$ cat src/rtl/hdlc_pkg.sv
// Shared constants, FSM state type and CRC helper for the HDLC framer.
package hdlc_pkg;

  localparam logic [8:0]  FLAG_WORD  = 9'h17E;
  localparam logic [8:0]  ABORT_WORD = 9'h1FF;
  localparam logic [15:0] CRC_POLY   = 16'h1021;
  localparam logic [15:0] CRC_INIT   = 16'hFFFF;

  typedef enum logic [2:0] {
    IDLE,
    DATA,
    FCS_HI,
    FCS_LO,
    CLOSE
  } state_t;

  // One byte of CRC-16 (0x1021), MSB-first, non-reflected, unrolled bit by bit.
  function automatic logic [15:0] crc16_byte(input logic [15:0] crc, input logic [7:0] data);
    logic [15:0] c;
    logic        fb;
    c = crc;
    for (int unsigned i = 0; i < 8; i++) begin
      fb = c[15] ^ data[3'(7 - i)];
      c  = {c[14:0], 1'b0} ^ (fb ? CRC_POLY : 16'h0000);
    end
    return c;
  endfunction

endpackage

$ cat src/rtl/hdlc_framer_crc16_ccitt.sv
// Registered byte-wide CRC-16/CCITT accumulator; init has priority over en.
module crc16_ccitt
  import hdlc_pkg::*;
(
  input  logic        clk,
  input  logic        rst_n,
  input  logic        init,
  input  logic        en,
  input  logic [7:0]  data,
  output logic [15:0] crc
);

  logic [15:0] crc_q;
  logic [15:0] crc_d;

  // Next CRC value: reload, absorb a byte, or hold.
  always_comb begin
    crc_d = crc_q;
    if (init) begin
      crc_d = CRC_INIT;
    end else if (en) begin
      crc_d = crc16_byte(crc_q, data);
    end
  end

  // CRC register.
  always_ff @(posedge clk or negedge rst_n) begin
    if (!rst_n) begin
      crc_q <= CRC_INIT;
    end else begin
      crc_q <= crc_d;
    end
  end

  assign crc = crc_q;

endmodule

$ cat src/rtl/hdlc_framer.sv
// HDLC framer: payload FIFO, THRE synchronizer and framing FSM feeding the
// SDLC transmitter holding register with {raw, byte} words.
module hdlc_framer
  import hdlc_pkg::*;
#(
  parameter int unsigned FIFO_DEPTH = 16,
  parameter int unsigned MIN_FLAGS  = 1
) (
  input  logic                          BIT_CLK,
  input  logic                          nRESET,
  input  logic [7:0]                    HOST_DATA,
  input  logic                          HOST_EOF,
  input  logic                          HOST_WR,
  output logic                          FIFO_FULL,
  output logic [$clog2(FIFO_DEPTH):0]   FIFO_LEVEL,
  output logic [8:0]                    TX_DATA,
  output logic                          TX_WR,
  input  logic                          TX_THRE,
  output logic                          FRAME_DONE,
  output logic                          ABORT
);

  localparam int unsigned AW        = $clog2(FIFO_DEPTH);
  localparam logic [AW:0] DEPTH_LVL = (AW + 1)'(FIFO_DEPTH);
  localparam logic [3:0]  MIN_CNT   = 4'(MIN_FLAGS);

  // ---------------------------------------------------------------- FIFO
  logic [8:0]    mem_q [FIFO_DEPTH];
  logic [AW-1:0] wr_ptr_q, rd_ptr_q;
  logic [AW:0]   level_q, level_d;
  logic          full, empty, push, pop;
  logic [8:0]    rd_word;

  assign full    = (level_q == DEPTH_LVL);
  assign empty   = (level_q == '0);
  assign push    = HOST_WR && !full;
  assign rd_word = mem_q[rd_ptr_q];

  // FIFO storage; entries are {eof, byte}.
  always_ff @(posedge BIT_CLK) begin
    if (push) begin
      mem_q[wr_ptr_q] <= {HOST_EOF, HOST_DATA};
    end
  end

  // Level follows push/pop; simultaneous push and pop cancel.
  always_comb begin
    level_d = level_q;
    case ({push, pop})
      2'b10:   level_d = level_q + 1'b1;
      2'b01:   level_d = level_q - 1'b1;
      default: level_d = level_q;
    endcase
  end

  // FIFO pointers and level.
  always_ff @(posedge BIT_CLK or negedge nRESET) begin
    if (!nRESET) begin
      wr_ptr_q <= '0;
      rd_ptr_q <= '0;
      level_q  <= '0;
    end else begin
      if (push) wr_ptr_q <= wr_ptr_q + 1'b1;
      if (pop)  rd_ptr_q <= rd_ptr_q + 1'b1;
      level_q <= level_d;
    end
  end

  // ---------------------------------------------------------- synchronizer
  logic thre_meta_q, thre_s_q;

  // Two-flop synchronizer on the transmitter's holding-register-empty flag.
  always_ff @(posedge BIT_CLK or negedge nRESET) begin
    if (!nRESET) begin
      thre_meta_q <= 1'b0;
      thre_s_q    <= 1'b0;
    end else begin
      thre_meta_q <= TX_THRE;
      thre_s_q    <= thre_meta_q;
    end
  end

  // ------------------------------------------------------------------ FSM
  state_t      state_q;
  logic [3:0]  flag_cnt_q, cnt_inc;
  logic [8:0]  tx_data_q;
  logic        pend_q;
  logic        stage_wr_q, stage_done_q, stage_abort_q;
  logic        tx_wr_q, frame_done_q, abort_q;
  logic        slot;
  logic        crc_init, crc_en;
  logic [15:0] crc;

  // A slot opens only once the previous write has been acknowledged by
  // thre_s dropping, so the same THRE high phase is never used twice.
  assign slot     = thre_s_q && !pend_q;
  assign pop      = slot && (state_q == DATA) && !empty;
  assign crc_en   = pop;
  assign crc_init = slot && (((state_q == DATA) && empty) || (state_q == CLOSE));
  assign cnt_inc  = (flag_cnt_q == 4'hF) ? 4'hF : flag_cnt_q + 4'd1;

  crc16_ccitt u_crc (
    .clk   (BIT_CLK),
    .rst_n (nRESET),
    .init  (crc_init),
    .en    (crc_en),
    .data  (rd_word[7:0]),
    .crc   (crc)
  );

  // Framing FSM: selects a word per slot, then delays the strobe and the
  // frame/abort pulses one extra cycle so TX_DATA settles before TX_WR.
  always_ff @(posedge BIT_CLK or negedge nRESET) begin
    if (!nRESET) begin
      state_q       <= IDLE;
      flag_cnt_q    <= '0;
      tx_data_q     <= FLAG_WORD;
      pend_q        <= 1'b0;
      stage_wr_q    <= 1'b0;
      stage_done_q  <= 1'b0;
      stage_abort_q <= 1'b0;
      tx_wr_q       <= 1'b0;
      frame_done_q  <= 1'b0;
      abort_q       <= 1'b0;
    end else begin
      tx_wr_q       <= stage_wr_q;
      frame_done_q  <= stage_done_q;
      abort_q       <= stage_abort_q;
      stage_wr_q    <= slot;
      stage_done_q  <= 1'b0;
      stage_abort_q <= 1'b0;

      if (slot) begin
        pend_q <= 1'b1;
      end else if (!thre_s_q) begin
        pend_q <= 1'b0;
      end

      if (slot) begin
        case (state_q)
          IDLE: begin
            tx_data_q  <= FLAG_WORD;
            flag_cnt_q <= cnt_inc;
            if ((cnt_inc >= MIN_CNT) && !empty) state_q <= DATA;
          end
          DATA: begin
            if (empty) begin
              tx_data_q     <= ABORT_WORD;
              stage_abort_q <= 1'b1;
              flag_cnt_q    <= '0;
              state_q       <= IDLE;
            end else begin
              tx_data_q <= {1'b0, rd_word[7:0]};
              if (rd_word[8]) state_q <= FCS_HI;
            end
          end
          FCS_HI: begin
            tx_data_q <= {1'b0, ~crc[15:8]};
            state_q   <= FCS_LO;
          end
          FCS_LO: begin
            tx_data_q <= {1'b0, ~crc[7:0]};
            state_q   <= CLOSE;
          end
          CLOSE: begin
            tx_data_q    <= FLAG_WORD;
            stage_done_q <= 1'b1;
            flag_cnt_q   <= 4'd1;
            state_q      <= IDLE;
          end
          default: state_q <= IDLE;
        endcase
      end else if ((state_q == IDLE) && (flag_cnt_q >= MIN_CNT) && !empty) begin
        // Enough flags already sent: arm DATA so the next slot carries payload.
        state_q <= DATA;
      end
    end
  end

  assign FIFO_FULL  = full;
  assign FIFO_LEVEL = level_q;
  assign TX_DATA    = tx_data_q;
  assign TX_WR      = tx_wr_q;
  assign FRAME_DONE = frame_done_q;
  assign ABORT      = abort_q;

endmodule

$ cat config.mk
export PLATFORM = sky130hd
export DESIGN_NAME = hdlc_framer
export DESIGN_NICKNAME = d
export VERILOG_FILES = /design/src/rtl/hdlc_pkg.sv /design/src/rtl/hdlc_framer_crc16_ccitt.sv /design/src/rtl/hdlc_framer.sv
export SDC_FILE = /design/constraint.sdc
export NUM_CORES = 1
export LEC_CHECK = 0
export ABC_AREA = 0
export ABC_CLOCK_PERIOD_IN_PS = 6800
export CAP_MARGIN = 10
export CORE_UTILIZATION = 45
export CTS_CLUSTER_SIZE = 25
export DETAILED_ROUTE_END_ITERATION = 12
export GPL_ROUTABILITY_DRIVEN = 1
export PLACE_DENSITY = 0.65
export RECOVER_POWER = 100
export SETUP_SLACK_MARGIN = 0.02
export SKIP_CTS_REPAIR_TIMING = 1
export SYNTH_ARGS = -nofsm -noshare
export SYNTH_HDL_FRONTEND = slang
export SYNTH_SLANG_ARGS = --single-unit
$ cat constraint.sdc
create_clock -name BIT_CLK -period 6.8 [get_ports BIT_CLK]
set_input_delay 2.04 -clock BIT_CLK [delete_from_list [all_inputs] [get_ports BIT_CLK]]
set_output_delay 2.04 -clock BIT_CLK [all_outputs]
set_load 0.03 [all_outputs]
==> impl_metrics.toml <==
[logic_synthesis]
ys_types = 58
yosysWarnings = 0
async_reset_ff_frac = 0.2727
synth-edff-count = 144
synth-seq-cells = 198
synth_seq_area_share = 0.6586
synth_top_area_frac = 0.4993
synth_nets = 594
syn_area_sq_um = 8661
ys_top_cells_by_area = "edfxtp_1 (50%), dfrtp_1 (9.0%), dfstp_2 (7.0%), mux4_2 (5.7%), mux2i_1 (3.2%)"
yosys.area.top_type = "edfxtp_1"
synth_top_flop_cell = "edfxtp_1"
synth_cells = 568
synth_area_per_cell_sq_um = 15.25

[floorplanning]
core_sq_um = 18770
die-area_sq_um = 19800
die_h_um = 140.7
die_w_um = 140.7
initial_core_util = 0.4615
top_level_ports = 31
rows = 50

[critical_path]
critPathCaptureType = "flop"
reg2reg_depth = 8
r2r-end = "u_crc.crc[15]$_DFFE_PN1P_"
worstSetupEndpoint = "u_crc.crc[15]$_DFFE_PN1P_"
cp_data_required_time_ns = 7.16
rrSetupSlack_ns = 2.11
crit_fanout = 23
worstReg2RegStart = "rd_ptr_q[2]$_DFFE_PN0P_"
startpoint_type = "flop"
cp-startpoint = "rd_ptr_q[2]$_DFFE_PN0P_"
crit_arrival_ns = 5.05
path_class = "flop to flop"

[hold_path]
worstHoldPathType = "flop to flop"
worstHoldStart = "thre_meta_q$_DFF_PN0_"

[global_route]
grt_pass1_wl_mm = 28.93
grt_pass1_vias = 5025
antenna_found_initial = 0
grt_max_degree = 48
overflow = 0
track_usage = 0.1986

[power_and_ir_drop]
total_power_mw = 4.593
p_comb_frac = 0.380
sw_frac_of_total = 0.3678
irDropWorstVdd_v = 0.0002140
cellPowerDensity_nw_per_um2 = 472.3
leakagePower_nw = 3.460
switchingPower_mw = 1.690
p_int_mw = 2.904
clkPwrFrac = 0.226
p_seq_frac = 0.394

[place]
gp_congestion = 0.8135
io_buffer_count = 30
dpl.hpwl_mm = 12.05

[clock_tree]
cts_max_level = 4
clock_latency_ns = 0.43
cts_buffer_depth = 2
clockRootBuffer = "clkbuf_16"
cts.sink_count = 198
cts_tree = "yes"
clk_pin_slew_worst_paths_ns = 0.08
cts_made_buffers = 17

[timing]
clock_skew_ns = 0.007992
fmax_mhz = 213.2
period_share = 0.6899
slew_viol_final = 34
slew_headroom = -0.1619
tns_ns = 0
grt_setup_unrepaired = "false"
setup_viol = 0
worst_pin_slew_ns = 1.743
hold_viol = 0
min_period_ns = 4.691

[run_status]
violations = "max-capacitance violations, max-slew violations"
status = "complete, but fails checks"

[detailed_routing]
firstDrtPassIters = 4
vias_per_cell = 5.733
drt-initial-drc-count = 454
wl_mm = 17.99
wire_per_inst_um = 21.31
ant_nets = 0
vias = 4839
drc = 0

[layout]
mostFrequentLayoutCells = "edfxtp_1 (144), nand2_1 (35), nor2_1 (32), dfrtp_1 (31), dlygate4sd3_1 (29)"
diodes = 0
final_common_cell = "edfxtp_1"
nets = 623
fillerInstances = 1521
drive_above_1_share = 0.1656
area_growth_pct = 12.29

[run]
cap_viol_max_count = 2
## state kept, by name (all words and copies together) (netlist names), 3 cells and up
register    flops
u_crc.crc      16
FIFO_LEVEL      5
rd_ptr_q        4
flag_cnt_q      4
mem_q         144
state_q         3
TX_DATA         9
wr_ptr_q        4
## cell usage after synthesis (all sizes together) (4+ instances only)
master	count
a221o	4
nor4	5
a21oi	22
nor3	11
o22ai	10
dfstp	23
o21ai	25
mux2	19
buf	16
nand3	8
nand2b	7
xnor2	24
nor2	32
mux2i	28
inv	12
mux4	26
nor4b	4
dfrtp	31
xor2	9
ha	12
clkbuf	14
o31ai	4
nand2	35
edfxtp	144
## power by group through the flow
| stage | Sequential, mW | Combinational, mW | Clock [mW] |
|---|---|---|---|
| floorplan | 1.78 | 1.37 | 0 |
| global placement | 1.82 | 1.75 | 0 |
| detailed placement | 1.84 | 1.79 | 0 |
| CTS | 1.82 | 1.80 | 1.05 |
| global route | 1.85 | 1.91 | 1.10 |
| finish | 1.81 | 1.75 | 1.04 |
## layout make-up
class	count	area, sq um	share of cell area
Multi-Input combinational cell	327	2721	0.2798
Inverter	13	48.80	0.005017
Sequential cell	198	5704	0.5865
Clock buffer	17	425.4	0.04374
Clock inverter	15	190.2	0.01955
Timing Repair Buffer	40	342.8	0.03525
Tap cell	234	292.8	0.03010
## logic make-up after synthesis
group | count (synthesis) | synth area share
adders and majority gates | 13 | 0.01965
DFF | 198 | 0.6586
muxes | 73 | 0.1264
AOI/OAI and AO/OA | 83 | 0.05938
xor gates and xnor gates | 34 | 0.03857
buffers and inverters | 43 | 0.02456
and+or+nand+nor | 124 | 0.07281
## worst max-delay path, cell delays in order, from the launching register on
cell and delay, ns:
dfrtp_1 1.21, clkbuf_1 1.16, mux4_2 0.67, mux2i_1 0.16, mux2i_1 0.17, xnor2_1 0.39, xnor3_1 0.35, xor2_1 0.17
a221o_1 0.32
## metrics by stage
step	area [sq um]	worst slack (ns)	std cells	hold slack [ns]	util
floorplan	8661	2.860	568	0.3312	-
global placement	9161	2.324	812	0.3367	0.4881
detailed placement	9161	2.234	812	0.3347	0.4881
CTS	9777	2.619	844	0.3522	0.5209
global route	9726	1.838	844	0.3631	0.5182
finish	9726	2.109	844	0.3517	0.5182
## worst min-delay path by stage
stage | endpoint | slack, ns | cells after the start
floorplan | ABORT$_DFF_PN0_ | 0.33 | 0
global placement | thre_s_q$_DFF_PN0_ | 0.34 | 0
global route | thre_s_q$_DFF_PN0_ | 0.36 | 0
CTS | thre_s_q$_DFF_PN0_ | 0.35 | 0
finish | thre_s_q$_DFF_PN0_ | 0.35 | 0
detailed placement | thre_s_q$_DFF_PN0_ | 0.33 | 0
## per-layer routing
| metal | up-vias | GRT usage | part of all wire |
|---|---|---|---|
| met1 | 2497 | 0.2551 | 0.44 |
| met2 | 100 | 0.3365 | 0.51 |
| met3 | 22 | 0.04212 | 0.034 |
| met5 | - | 0 | 0 |
| li1 | 2220 | - | - |
| met4 | 0 | 0.06579 | 0.018 |
No activity file was read; power rests on OpenSTA's default activity.
